$ cat src/rtl/bin_pkg.sv
// bin_pkg: shared state encoding, colour constants and widths for bin_unpack
package bin_pkg;
  localparam int PIX_W = 24;
  localparam int CNT_W = 12;
  localparam logic [PIX_W-1:0] RGB_WHITE = 24'hFFFFFF;
  localparam logic [PIX_W-1:0] RGB_BLACK = 24'h000000;
  typedef logic [1:0] state_t;
  localparam state_t S_EMPTY = 2'd0;
  localparam state_t S_RUN   = 2'd1;
  localparam state_t S_PAD   = 2'd2;
endpackage

$ cat src/rtl/bin_unpack_buf.sv
// bin_unpack_buf: current shift register plus one prefetch byte with s_ready handshake
module bin_unpack_buf (
  input  logic       clk,
  input  logic       rst,
  input  logic       s_valid,
  input  logic [7:0] s_data,
  output logic       s_ready,
  input  logic       pf_take,
  input  logic [7:0] cur_data_d,
  input  logic [3:0] cur_cnt_d,
  output logic [7:0] cur_data,
  output logic [3:0] cur_cnt,
  output logic [7:0] pf_data,
  output logic       pf_full
);
  logic accept;
  assign s_ready = !pf_full;
  assign accept = s_valid && s_ready;
  always_ff @(posedge clk) begin
    if (rst) begin
      cur_data <= '0;
      cur_cnt <= '0;
      pf_data <= '0;
      pf_full <= 1'b0;
    end else begin
      cur_data <= cur_data_d;
      cur_cnt <= cur_cnt_d;
      pf_full <= (pf_full && !pf_take) || accept;
      pf_data <= accept ? s_data : pf_data;
    end
  end
endmodule

$ cat src/rtl/bin_unpack.sv
// bin_unpack: 1bpp packed bytes to RGB888 pixels; BIN_UNPACK_COLOR_EN adds fg_color/bg_color ports
module bin_unpack
  import bin_pkg::*;
#(
  parameter int H_ACTIVE = 1280
) (
  input  logic             clk,
  input  logic             rst,
`ifdef BIN_UNPACK_COLOR_EN
  input  logic [PIX_W-1:0] fg_color,
  input  logic [PIX_W-1:0] bg_color,
`endif
  input  logic             line_start,
  input  logic             s_valid,
  input  logic [7:0]       s_data,
  output logic             s_ready,
  input  logic             pix_req,
  output logic             pix_valid,
  output logic [PIX_W-1:0] pix_data,
  output logic             underflow
);
  localparam logic [CNT_W-1:0] H_LAST = CNT_W'(H_ACTIVE - 1);
  logic [PIX_W-1:0] fg, bg;
`ifdef BIN_UNPACK_COLOR_EN
  assign fg = fg_color;
  assign bg = bg_color;
`else
  assign fg = RGB_WHITE;
  assign bg = RGB_BLACK;
`endif
  state_t state, state_d, v_state;
  logic [7:0] cur_data, pf_data, v_data, a_data, cur_data_d;
  logic [3:0] cur_cnt, v_cnt, a_cnt, cur_cnt_d;
  logic [CNT_W-1:0] pix_cnt, v_pix;
  logic pf_full, v_pfull, pf_take, take, under, pix_end, need_load;
  bin_unpack_buf u_buf (
    .clk(clk),
    .rst(rst),
    .s_valid(s_valid),
    .s_data(s_data),
    .s_ready(s_ready),
    .pf_take(pf_take),
    .cur_data_d(cur_data_d),
    .cur_cnt_d(cur_cnt_d),
    .cur_data(cur_data),
    .cur_cnt(cur_cnt),
    .pf_data(pf_data),
    .pf_full(pf_full)
  );
  // v_* is the view after line_start has restarted the line, so a coincident pix_req sees the new state
  always_comb begin
    v_state = line_start ? (pf_full ? S_RUN : S_EMPTY) : state;
    v_data = line_start ? pf_data : cur_data;
    v_cnt = line_start ? (pf_full ? 4'd8 : 4'd0) : cur_cnt;
    v_pfull = pf_full && !line_start;
    v_pix = line_start ? '0 : pix_cnt;
    take = pix_req && (v_state == S_RUN);
    under = pix_req && (v_state == S_EMPTY);
    pix_end = pix_req && (v_state != S_PAD) && (v_pix == H_LAST);
    a_data = take ? {v_data[6:0], 1'b0} : v_data;
    a_cnt = take ? v_cnt - 4'd1 : v_cnt;
    need_load = !pix_end && v_pfull && ((v_state == S_EMPTY) || (v_state == S_RUN && a_cnt == 4'd0));
    state_d = pix_end ? S_PAD : need_load ? S_RUN : (v_state == S_RUN && a_cnt == 4'd0) ? S_EMPTY : v_state;
    cur_data_d = need_load ? pf_data : a_data;
    cur_cnt_d = pix_end ? 4'd0 : need_load ? 4'd8 : a_cnt;
    pf_take = (line_start && pf_full) || need_load;
  end
  always_ff @(posedge clk) begin
    if (rst) begin
      state <= S_EMPTY;
      pix_cnt <= '0;
      pix_valid <= 1'b0;
      pix_data <= RGB_BLACK;
      underflow <= 1'b0;
    end else begin
      state <= state_d;
      pix_cnt <= v_pix + CNT_W'(pix_req && (v_state != S_PAD));
      pix_valid <= pix_req;
      pix_data <= (take && v_data[7]) ? fg : bg;
      underflow <= (underflow && !line_start) || under;
    end
  end
endmodule
$ cat config.mk
export PLATFORM = sky130hd
export DESIGN_NAME = bin_unpack
export DESIGN_NICKNAME = d
export VERILOG_FILES = /design/src/rtl/bin_pkg.sv /design/src/rtl/bin_unpack_buf.sv /design/src/rtl/bin_unpack.sv
export SDC_FILE = /design/constraint.sdc
export NUM_CORES = 1
export LEC_CHECK = 0
export CELL_PAD_IN_SITES_DETAIL_PLACEMENT = 1
export CELL_PAD_IN_SITES_GLOBAL_PLACEMENT = 1
export CORE_ASPECT_RATIO = 0.5
export CORE_UTILIZATION = 44
export CTS_BUF_LIST = sky130_fd_sc_hd__clkbuf_4 sky130_fd_sc_hd__clkbuf_8
export DETAILED_ROUTE_END_ITERATION = 10
export GPL_TIMING_DRIVEN = 0
export PLACE_DENSITY = 0.89
export RECOVER_POWER = 25
export SLEW_MARGIN = 20
export SYNTH_ARGS = -nofsm -noshare
export SYNTH_HDL_FRONTEND = slang
export SYNTH_SLANG_ARGS = --single-unit
$ cat constraint.sdc
create_clock -name clk -period 3.17 [get_ports clk]
set_input_delay 0.317 -clock clk [delete_from_list [all_inputs] [get_ports clk]]
set_output_delay 0.317 -clock clk [all_outputs]
set_load 0.05 [all_outputs]
==> metrics, run 1 <==
number of synthesized flops with an enable pin=0; Max Fclk=359.9 MHz; standard-cell row count=17; final net count=between 200 and 300; drt first pass iters=4; slowest cell on the critical path=sky130_fd_sc_hd__clkdlybuf4s50_1; Die W=between 90 and 100 um; final worst clock skew=approximately 0.0097 ns; number of max-capacitance violations reported=0; number of port buffers=39; height of the die=between 50 and 60 um; final setup violation count=0; element type at the critical path end=flop; dominant combinational cell family by area after synthesis=simple AND/OR/NAND/NOR gates; Remaining Overflow, GRT=0; combined buffer and inverter count along the critical path=2; per-cell via count in the routed design=between 5 and 6; parity-gate share of the synthesized area counting xor and xnor cells=around 4.6%; Clk Latency, worst-skew pair=roughly 0.30 ns; total routing resource utilization after global routing=between 20% and 30%; buffer levels on the longest clock path=2; post-detailed-routing wire length=roughly 5300 um; nature of the critical path startpoint=input port; LEAKAGE=between 1 and 1.5 nW; met2 demand-to-capacity share in global routing=roughly 41%; mean instance size in the synthesized netlist=9.168 um^2; synthesized cell area=2100 um^2; minimum clock period=about 2.8 ns; first-pass GRT wire length=a little under 9000 um; area overhead of the layout relative to synthesis=26.70%; outcome=finished clean; Syn Nets=around 250; commonest non-fill, non-tap cell in the layout=sky130_fd_sc_hd__dfxtp_1; Yosys Warn Count=0; RSZ-0062 raised after global routing=false; number of sinks on the clock net=38; compound-cell area share of the yosys netlist=14.60%; clk slew on worst S/H paths=~0.080 ns; Simple-Gate Fraction of Synth Area=~22%; commonest cells after routing, fill and taps aside=38 x sky130_fd_sc_hd__dfxtp_1, 34 x sky130_fd_sc_hd__clkdlybuf4s50_1, 33 x sky130_fd_sc_hd__nand2_1; RD Place Congestion=approximately 0.83; Final Instance Count excl. Fillers=342; kind of cell adding the most delay to the critical path=compound AO/OA/AOI/OAI gates; final design utilization=between 50% and 60%; crit-path max FO=10; largest net degree at the start of global routing=25; number of antenna-violating nets in the routed design=0; total CTS buffers=5; via count of the first global-routing pass=around 1,800; count of state elements after synthesis=38; Total Power=slightly above 1 mW; worst hold-check slack=~0.5 ns; Cells after DPL=approximately 330; Final Slew Violations=0; Initial Util=a little under half; Worst Slack Setup Final=0.3914 ns; routing usage on met1=between 20% and 30%; fraction of final layout cells sized beyond drive strength 1=15.94%; DRC violations left=0; Final Hold Viols=0; fraction of synthesized area in multiplexers=about a tenth; adder-cell share of the synthesized area=under 10%; Vias=between 1,500 and 2,000; cell types with the largest area share after synthesis=sky130_fd_sc_hd__dfxtp_1 36%, sky130_fd_sc_hd__buf_4 8.2%, sky130_fd_sc_hd__mux4_1 6.3%; class of the most critical hold timing path=reg2reg; Critical Path AT=between 2 and 3 ns; cell area reported after detailed placement=2572 um^2; total number of H-tree levels=2; required time at the endpoint of the critical path=around 3.4 ns; Slew headroom=53.34%; total negative slack=0 ns; CTS tree=yes; Post-Place Setup Slack=0.1326 ns; Async S/R FF share, synth=0%; Crit path top cell by count=sky130_fd_sc_hd__a221o_1; CP Cell Sequence=clkdlybuf4s50_1 > clkbuf_1 > and2_4 > o21a_2 > nand4_1 > a221o_1 > a21o_1 > a221o_1; WL per Instance=15.44 um; area inside the core boundary=approximately 4500 um^2; area share of the largest cell type after synthesis=a little over a third; count of unique library cells instantiated by Yosys=48; number of gates resized after CTS=0; top flip-flop cell by instance count after synthesis=sky130_fd_sc_hd__dfxtp_1; initial antenna violation count=0; peak ir drop on the vdd network=between 200 and 250 uV; antenna cells=0; largest stage delay on the critical path=0.49 ns; clock root buffer master=sky130_fd_sc_hd__clkbuf_8; Total Die Area=5069 um^2; # IOs=40; share of the cycle needed by the critical path after routing=between 80% and 90%; hold bufs inserted after CTS=0; Tightest Pin Transition=approximately 0.7 ns; number of design-rule violations left by the first detailed-router iteration=between 70 and 80; met3 track demand over resource in global routing=roughly 5.6%; Post-Synthesis Cells=around 230; dpl hpwl=approximately 3900 um; critical path class=in2reg; Yosys top cell by area=sky130_fd_sc_hd__dfxtp_1; most crowded layer after global routing=met2; final instance area=approximately 2700 um^2; P per Cell Area=approximately 380 nW/um^2; buffers inserted by post-CTS timing repair=0; sequential-to-total area share from yosys stat=36.23%
worst paths after layout:
path                    startpoint                 to  slack (ns)  depth (start not counted)
hold reg to reg   u_buf.pf_data[5]   u_buf.pf_data[5]        0.50                          2
setup reg to reg  u_buf.cur_cnt[0]  u_buf.cur_data[0]        0.89                          8
hold / removal    u_buf.pf_data[5]   u_buf.pf_data[5]        0.50                          2
setup / recovery        line_start  u_buf.cur_data[0]        0.39                          8
flip-flops by register name (all words and copies together) (netlist names):
register and cells:
pix_data 1, u_buf.cur_cnt 4, u_buf.pf_data 8, pix_cnt 12, state 2, pix_valid 1
u_buf.cur_data 8, underflow 1, u_buf.pf_full 1
power by group:
part | internal [mW] | switching (mW)
sequential | 0.496 | 0.0149
combinational | 0.0642 | 0.0819
clock | 0.184 | 0.170
layer usage:
metal / wire length [um] / vias to the layer above / part of all wire (%)
met3: 223 / 7 / 4.2
met4: 70 / 0 / 1.3
met2: 2456 / 38 / 46
li1: - / 882 / -
met5: 0 / - / 0
met1: 2532 / 876 / 48
cell usage after synthesis, types with 3 or more instances:
| cell | count |
|---|---|
| sky130_fd_sc_hd__xnor2_1 | 7 |
| sky130_fd_sc_hd__nor2b_1 | 7 |
| sky130_fd_sc_hd__nand2_1 | 33 |
| sky130_fd_sc_hd__clkbuf_1 | 3 |
| sky130_fd_sc_hd__nand3_1 | 7 |
| sky130_fd_sc_hd__a21oi_1 | 13 |
| sky130_fd_sc_hd__nor3b_1 | 3 |
| sky130_fd_sc_hd__ha_1 | 3 |
| sky130_fd_sc_hd__o21ai_0 | 4 |
| sky130_fd_sc_hd__xor2_1 | 4 |
| sky130_fd_sc_hd__dfxtp_1 | 38 |
| sky130_fd_sc_hd__buf_4 | 23 |
| sky130_fd_sc_hd__a22o_1 | 7 |
| sky130_fd_sc_hd__a21o_1 | 3 |
| sky130_fd_sc_hd__nor2_1 | 16 |
| sky130_fd_sc_hd__and3_1 | 6 |
| sky130_fd_sc_hd__mux4_1 | 5 |
| sky130_fd_sc_hd__nand3b_1 | 3 |
| sky130_fd_sc_hd__inv_1 | 6 |
worst min-delay path: cells and delay by family, from the launching register on:
family / cells / cell delay [ns]
AOI/OAI and AO/OA: 1 / 0.06
DFF: 1 / 0.34
and+or+nand+nor: 1 / 0.06
area by class of cell:
class	count	area, um^2
flip-flops and latches	38	760.7
plain buffers	31	205.2
fillers	514	1828
repair buffers	39	390.4
multi-input cells	154	1104
inverters	6	22.52
clock inverters	1	5.005
well taps	66	82.58
clock buffers	7	90.09
kinds of logic (layout without fill, tap and decap cells):
kind of cell	Yosys count	count (layout)
compound gates	41	41
xor+xnor	11	11
fa+ha+maj	3	3
flops	38	38
buf+inv	37	84
simple gates	90	90
mux	9	9
(Power assumes the default switching activity.)
==> run 2, diff against run 1 <==
Settings changed: CORE_UTILIZATION 44 to 41, PLACE_DENSITY 0.89 to 0.88.
Clock period 3.17 ns to 2.95 ns, I/O delays scaled along.
==> run 2 against run 1 <==
Compared with the run above: via count rose by 3.0%; register-to-register slack got worse by 0.33 ns; count of clock-buffer cells in the layout fell by 2; clock skew fell by 0.0070 ns; largest power group unchanged.
==> metrics, run 2 (synthesis gave the netlist of run 1 again) <==
height of the die=52.60 um (+3.5%); buffer levels on the longest clock path=2 (unchanged); RD Place Congestion=0.8115 (-2.2%); post-detailed-routing wire length=5861 um (+11%); Clk Latency, worst-skew pair=0.29 ns (about the same); biggest registers after layout=pix_cnt (12), u_buf.cur_data (8), u_buf.pf_data (8); clk slew on worst S/H paths=0.08 ns (about the same); number of design-rule violations left by the first detailed-router iteration=92 (+19%); CTS tree=yes; switching pwr=0.3033 mW (+14%); nature of the critical path startpoint=input port; RSZ-0062 raised after global routing=false; Critical Path AT=2.94 ns (-0.02 ns); number of max-capacitance violations reported=0 (unchanged); number of antenna-violating nets in the routed design=0 (unchanged); Max Fclk=approximately 360 MHz; DRC violations left=0 (unchanged); beginning of the worst hold path=pix_cnt[5]; LEAKAGE=1.082 nW (+1.1%); required time at the endpoint of the critical path=3.14 ns (-0.21 ns); per-cell via count in the routed design=5.414 (+2.7%); total routing resource utilization after global routing=23.58% (+0.65 points); Top reg by flops=pix_cnt; hold path endpoint=pix_cnt[5]; class of the most critical hold timing path=reg2reg; peak ir drop on the vdd network=286.8 uV (+25%); dpl hpwl=4247 um (+7.8%); Die W=103.2 um (+3.5%); Total Die Area=5428 um^2 (+7.1%); final net count=292 (+0.34%); WHS Path Cells=2 (unchanged); standard-cell row count=17 (unchanged); Sequential Power Share=47.6% (-2.9 points); WL per Instance=17.09 um (+11%); r2r worst-path depth=8 (unchanged); # IOs=40 (unchanged); area inside the core boundary=4658 um^2 (+3.8%); total negative slack=0 ns (unchanged); fraction of final layout cells sized beyond drive strength 1=15.88% (-0.058 points); Vias=1,857 (+3.0%); element type at the critical path end=flop; total number of H-tree levels=2 (unchanged); critical path class=in2reg; share of the cycle needed by the critical path after routing=between 90% and 100%; final instance area=2683 um^2 (+0.85%); total CTS buffers=5 (unchanged); number of filler instances in the final layout=533 (+3.7%); combinational fraction of design power=13.9% (-0.6 points); start of the worst register-to-register path=u_buf.cur_cnt[0]; outcome=finished clean; max reg flops=12 (unchanged); clock root buffer master=sky130_fd_sc_hd__clkbuf_8; largest net degree at the start of global routing=25 (unchanged); P per Cell Area=430.4 nW/um^2 (+13%); Clock Power Share=38.4% (+3.4 points); setup slack on the worst flop-to-flop path=0.56 ns (-0.33 ns); number of sinks on the clock net=38 (unchanged); minimum clock period=about 2.8 ns; via count of the first global-routing pass=1,830 (+4.3%); cell area reported after detailed placement=2572 um^2 (unchanged); Final Slew Violations=0 (unchanged); end of the worst register-to-register path=u_buf.cur_data[0]; final worst clock skew=0.002659 ns (-0.007028 ns); Initial Util=45.07% (-1.7 points); Slew headroom=54.81% (+1.5 points); commonest cells after routing, fill and taps aside=38 x sky130_fd_sc_hd__dfxtp_1, 34 x sky130_fd_sc_hd__clkdlybuf4s50_1, 33 x sky130_fd_sc_hd__nand2_1; internal power=0.8511 mW (+14%); Sw Ratio=26.27% (-0.14 points); Final Hold Viols=0 (unchanged); drt first pass iters=4 (unchanged); area overhead of the layout relative to synthesis=27.77%; first-pass GRT wire length=9259 um (+6.8%); final setup violation count=0 (unchanged); crit-path max FO=10 (unchanged); number of port buffers=39 (unchanged); Tightest Pin Transition=0.6769 ns (-0.02215 ns); Remaining Overflow, GRT=0 (unchanged); antenna cells=0 (unchanged); initial antenna violation count=0 (unchanged); commonest non-fill, non-tap cell in the layout=sky130_fd_sc_hd__dfxtp_1
run 2: changes by cell type in the layout (fill, tap and decap cells not counted), sizes merged:
cell	delta
buf	-1
bufinv	+1
clkinv	+1
run 2: worst max-delay path: stages:
cell                              delay [ns]
sky130_fd_sc_hd__clkdlybuf4s50_1        0.48
sky130_fd_sc_hd__clkbuf_1               0.42
sky130_fd_sc_hd__nor2_1                 0.10
sky130_fd_sc_hd__a21o_1                 0.21
sky130_fd_sc_hd__or4b_1                 0.52
sky130_fd_sc_hd__clkbuf_1               0.19
sky130_fd_sc_hd__a32o_1                 0.28
sky130_fd_sc_hd__and3_1                 0.18
sky130_fd_sc_hd__a221o_1                0.25
run 2: layout make-up:
cell class / instances / area [um^2] / area share [%]
Clock buffer: 5 / 68.82 / 2.565
Clock inverter: 3 / 40.04 / 1.493
Sequential cell: 38 / 760.7 / 28.36
Multi-Input combinational cell: 154 / 1104 / 41.14
Inverter: 6 / 22.52 / 0.8396
Timing Repair Buffer: 40 / 397.9 / 14.83
Buffer: 31 / 206.4 / 7.696
Tap cell: 66 / 82.58 / 3.078
run 2: how the worst max path moves through the flow:
stage | cells past startpoint | slack [ns] | end | from
3_5_place_dp | 11 | -0.15 | u_buf.cur_data[0] | line_start
2_1_floorplan | 10 | 0.73 | u_buf.cur_data[0] | line_start
6_report | 9 | 0.20 | u_buf.cur_data[0] | line_start
4_1_cts | 11 | 0.15 | u_buf.cur_data[0] | line_start
3_3_place_gp | 11 | -0.03 | u_buf.cur_data[0] | line_start
5_1_grt | 8 | 0.06 | u_buf.cur_data[0] | line_start
run 2: timing repair:
action | CTS | global route
hold buffers | 0 | 0
gates resized for setup | 0 | 1
endpoints found under the hold margin | 0 | 0
setup endpoints to repair | 0 | 9
setup buffers | 0 | 1
run 2: metal layers:
metal | up-vias | wire (um) | GRT usage [%]
li1 | 878 | - | -
met1 | 922 | 2699 | 28.42
met2 | 52 | 2815 | 43.11
met3 | 5 | 304 | 4.400
met4 | 0 | 42 | 7.277
met5 | - | 0 | 0
run 2: stage by stage:
stage                     util [%]  hold slack [ns]  setup slack [ns]  total power, mW  std cells
after floorplan                  -           0.4310            0.7283           0.6617        229
after global placement       55.22           0.4730          -0.02850           0.7109        334
after CTS                    57.56           0.5042            0.1464            1.165        342
after global routing         57.59           0.5338           0.06061            1.198        343
final                        57.59           0.5035            0.1996            1.154        343
after detailed placement     55.22           0.4927           -0.1496           0.7210        334
run 2: power by group through the flow:
stage | clock [mW] | combinational (mW) | sequential (mW)
floorplan | 0 | 0.101 | 0.561
finish | 0.443 | 0.161 | 0.550
detailed placement | 0 | 0.160 | 0.561
global route | 0.473 | 0.173 | 0.552
global placement | 0 | 0.152 | 0.559
CTS | 0.454 | 0.162 | 0.550
==> run 3, diff against run 2 <==
Settings changed: RECOVER_POWER 25 to 100, REMOVE_ABC_BUFFERS set to 1, SLEW_MARGIN 20 to 25.
==> run 3 against run 2 <==
Compared with the run above: setup slack gained 0.060 ns; critical endpoint is now u_buf.cur_data[4]; sequential share of layout area is 2.4 points higher; fmax rose by 2.2%; largest power group unchanged; critical path depth is 1 higher; cell area down 7.8%.
==> metrics, run 3 (synthesis gave the netlist of run 1 again) <==
outcome=finished clean; drt first pass iters=4 (unchanged); element type at the critical path end=flop; # IOs=40 (unchanged); Tightest Pin Transition=0.9926 ns (+0.3158 ns); Clk Latency, worst-skew pair=0.30 ns (about the same); biggest registers after layout=pix_cnt (12), u_buf.cur_data (8), u_buf.pf_data (8); max reg flops=12 (unchanged); number of design-rule violations left by the first detailed-router iteration=81 (-12%); total routing resource utilization after global routing=21.06% (-2.5 points); Critical Path AT=2.93 ns (about the same); first-pass GRT wire length=8418 um (-9.1%); commonest cells after routing, fill and taps aside=38 x sky130_fd_sc_hd__dfxtp_1, 33 x sky130_fd_sc_hd__nand2_1, 30 x sky130_fd_sc_hd__dlygate4sd3_1; post-detailed-routing wire length=5147 um (-12%); combinational fraction of design power=14.1% (+0.2 points); clk slew on worst S/H paths=0.08 ns (about the same); Total Power=1.088 mW (-5.7%); CTS tree=yes; initial antenna violation count=0 (unchanged); peak ir drop on the vdd network=209.4 uV (-27%); LEAKAGE=1.020 nW (-5.7%); clock root buffer master=sky130_fd_sc_hd__clkbuf_8; dpl hpwl=3569 um (-16%); WL per Instance=16.39 um (-4.1%); minimum clock period=2.690 ns (-0.06010 ns); RD Place Congestion=0.7414 (-8.6%); per-cell via count in the routed design=5.548 (+2.5%); Vias=1,742 (-6.2%); total CTS buffers=5 (unchanged); nature of the critical path startpoint=input port; hold bufs inserted after CTS=0 (unchanged); Remaining Overflow, GRT=0 (unchanged); number of port buffers=39 (unchanged); Clock Power Share=35.5% (-2.9 points); final setup violation count=0 (unchanged); area inside the core boundary=4658 um^2 (unchanged); P per Cell Area=439.9 nW/um^2 (+2.2%); DRC violations left=0 (unchanged); Max Fclk=371.7 MHz (+2.2%); final net count=263 (-9.9%); crit-path max FO=21 (+11); buffer levels on the longest clock path=2 (unchanged); height of the die=52.60 um (unchanged); switching pwr=0.2919 mW (-3.8%); Sw Ratio=26.82% (+0.55 points); worst hold-check slack=0.4965 ns (-0.007029 ns); slowest cell on the critical path=sky130_fd_sc_hd__a211oi_4; largest net degree at the start of global routing=25 (unchanged); share of the cycle needed by the critical path after routing=91.20% (-2.0 points); Initial Util=45.07% (unchanged); antenna cells=0 (unchanged); required time at the endpoint of the critical path=3.19 ns (+0.05 ns); Die W=103.2 um (unchanged); Top reg by flops=pix_cnt; number of max-capacitance violations reported=0 (unchanged); internal power=0.7963 mW (-6.4%); commonest non-fill, non-tap cell in the layout=sky130_fd_sc_hd__dfxtp_1; Final Slew Violations=0 (unchanged); Final Hold Viols=0 (unchanged); largest stage delay on the critical path=0.45 ns (-0.07 ns); critical path class=in2reg; final worst clock skew=0.01067 ns (+0.008012 ns); fraction of final layout cells sized beyond drive strength 1=9.677% (-6.2 points); area overhead of the layout relative to synthesis=17.82%; setup slack on the worst flop-to-flop path=0.57 ns (about the same); Slew headroom=33.61% (-21 points); via count of the first global-routing pass=1,719 (-6.1%); class of the most critical hold timing path=reg2reg; Sequential Power Share=50.4% (+2.8 points); RSZ-0062 raised after global routing=false; number of filler instances in the final layout=538 (+0.94%); number of sinks on the clock net=38 (unchanged); total number of H-tree levels=2 (unchanged); Total Die Area=5428 um^2 (unchanged); standard-cell row count=17 (unchanged); number of antenna-violating nets in the routed design=0 (unchanged); CP Cell Sequence=buf_2 > clkinvlp_4 > nand2_1 > ha_1 > nand3b_1 > o22ai_1 > o21ai_0 > a221o_1 > a211oi_4 > a22o_1
run 3: cell count changes in the layout (fill, tap and decap cells not counted), moves of 6 or more:
cell                              delta
sky130_fd_sc_hd__clkdlybuf4s50_1    -26
sky130_fd_sc_hd__dlygate4sd3_1      +25
sky130_fd_sc_hd__clkbuf_1            -6
sky130_fd_sc_hd__buf_4              -22
run 3: power by group through the flow:
| stage | clock, mW | sequential [mW] | combinational [mW] |
|---|---|---|---|
| detailed placement | 0 | 0.560 | 0.150 |
| finish | 0.386 | 0.548 | 0.154 |
| global placement | 0 | 0.558 | 0.144 |
| floorplan | 0 | 0.566 | 0.0850 |
| global route | 0.422 | 0.551 | 0.166 |
| CTS | 0.391 | 0.548 | 0.156 |
run 3: metrics by stage:
step / cell area [um^2] / util, % / setup WS (ns) / setup TNS, ns / std cells
after floorplan: 1887 / - / -5.340 / -128.17 / 198
after global placement: 2360 / 50.66 / -0.9035 / -11.50 / 303
after detailed placement: 2360 / 50.66 / -1.037 / -13.39 / 303
after CTS: 2480 / 53.24 / 0.1345 / 0 / 314
after global routing: 2474 / 53.10 / 0.05675 / 0 / 314
final: 2474 / 53.10 / 0.2597 / 0 / 314
run 3: worst max-delay path: cells and delay by family:
kind,cells,cell delay [ns]
simple gates,2,0.31
fa+ha+maj,1,0.30
buf+inv,2,0.67
compound gates,5,1.34
run 3: path summary, 6_finish.rpt:
check,from,endpoint,cells past startpoint
worst min register to register,u_buf.pf_data[3],u_buf.pf_data[3],2
worst max register to register,u_buf.cur_cnt[0],u_buf.cur_data[4],8
worst max-delay path,line_start,u_buf.cur_data[4],10
worst min-delay path,u_buf.pf_data[3],u_buf.pf_data[3],2
run 3: layout make-up:
cell class / instances / area [um^2] / area share [%]
Multi-Input combinational cell: 154 / 1104 / 44.61
Sequential cell: 38 / 760.7 / 30.75
Timing Repair Buffer: 41 / 400.4 / 16.19
Inverter: 6 / 26.28 / 1.062
Clock inverter: 1 / 5.005 / 0.2023
Clock buffer: 7 / 90.09 / 3.642
Timing Repair inverter: 1 / 5.005 / 0.2023
Tap cell: 66 / 82.58 / 3.338
run 3: what timing repair did:
action                                 CTS  global route
endpoints found under the hold margin    0             0
setup endpoints to repair               14             9
gates cloned                             1             0
resized for setup                        4             2
buffers inserted                         2             0
pin swaps                                0             0
run 3: layer usage:
metal | vias to the layer above | track usage (%) | wire length [um] | share of wire (%)
met3 | 6 | 4.800 | 303 | 5.9
met2 | 53 | 39.00 | 2507 | 49
li1 | 822 | - | - | -
met5 | - | 0 | 0 | 0
met4 | 0 | 4.930 | 54 | 1.0
met1 | 861 | 25.00 | 2283 | 44
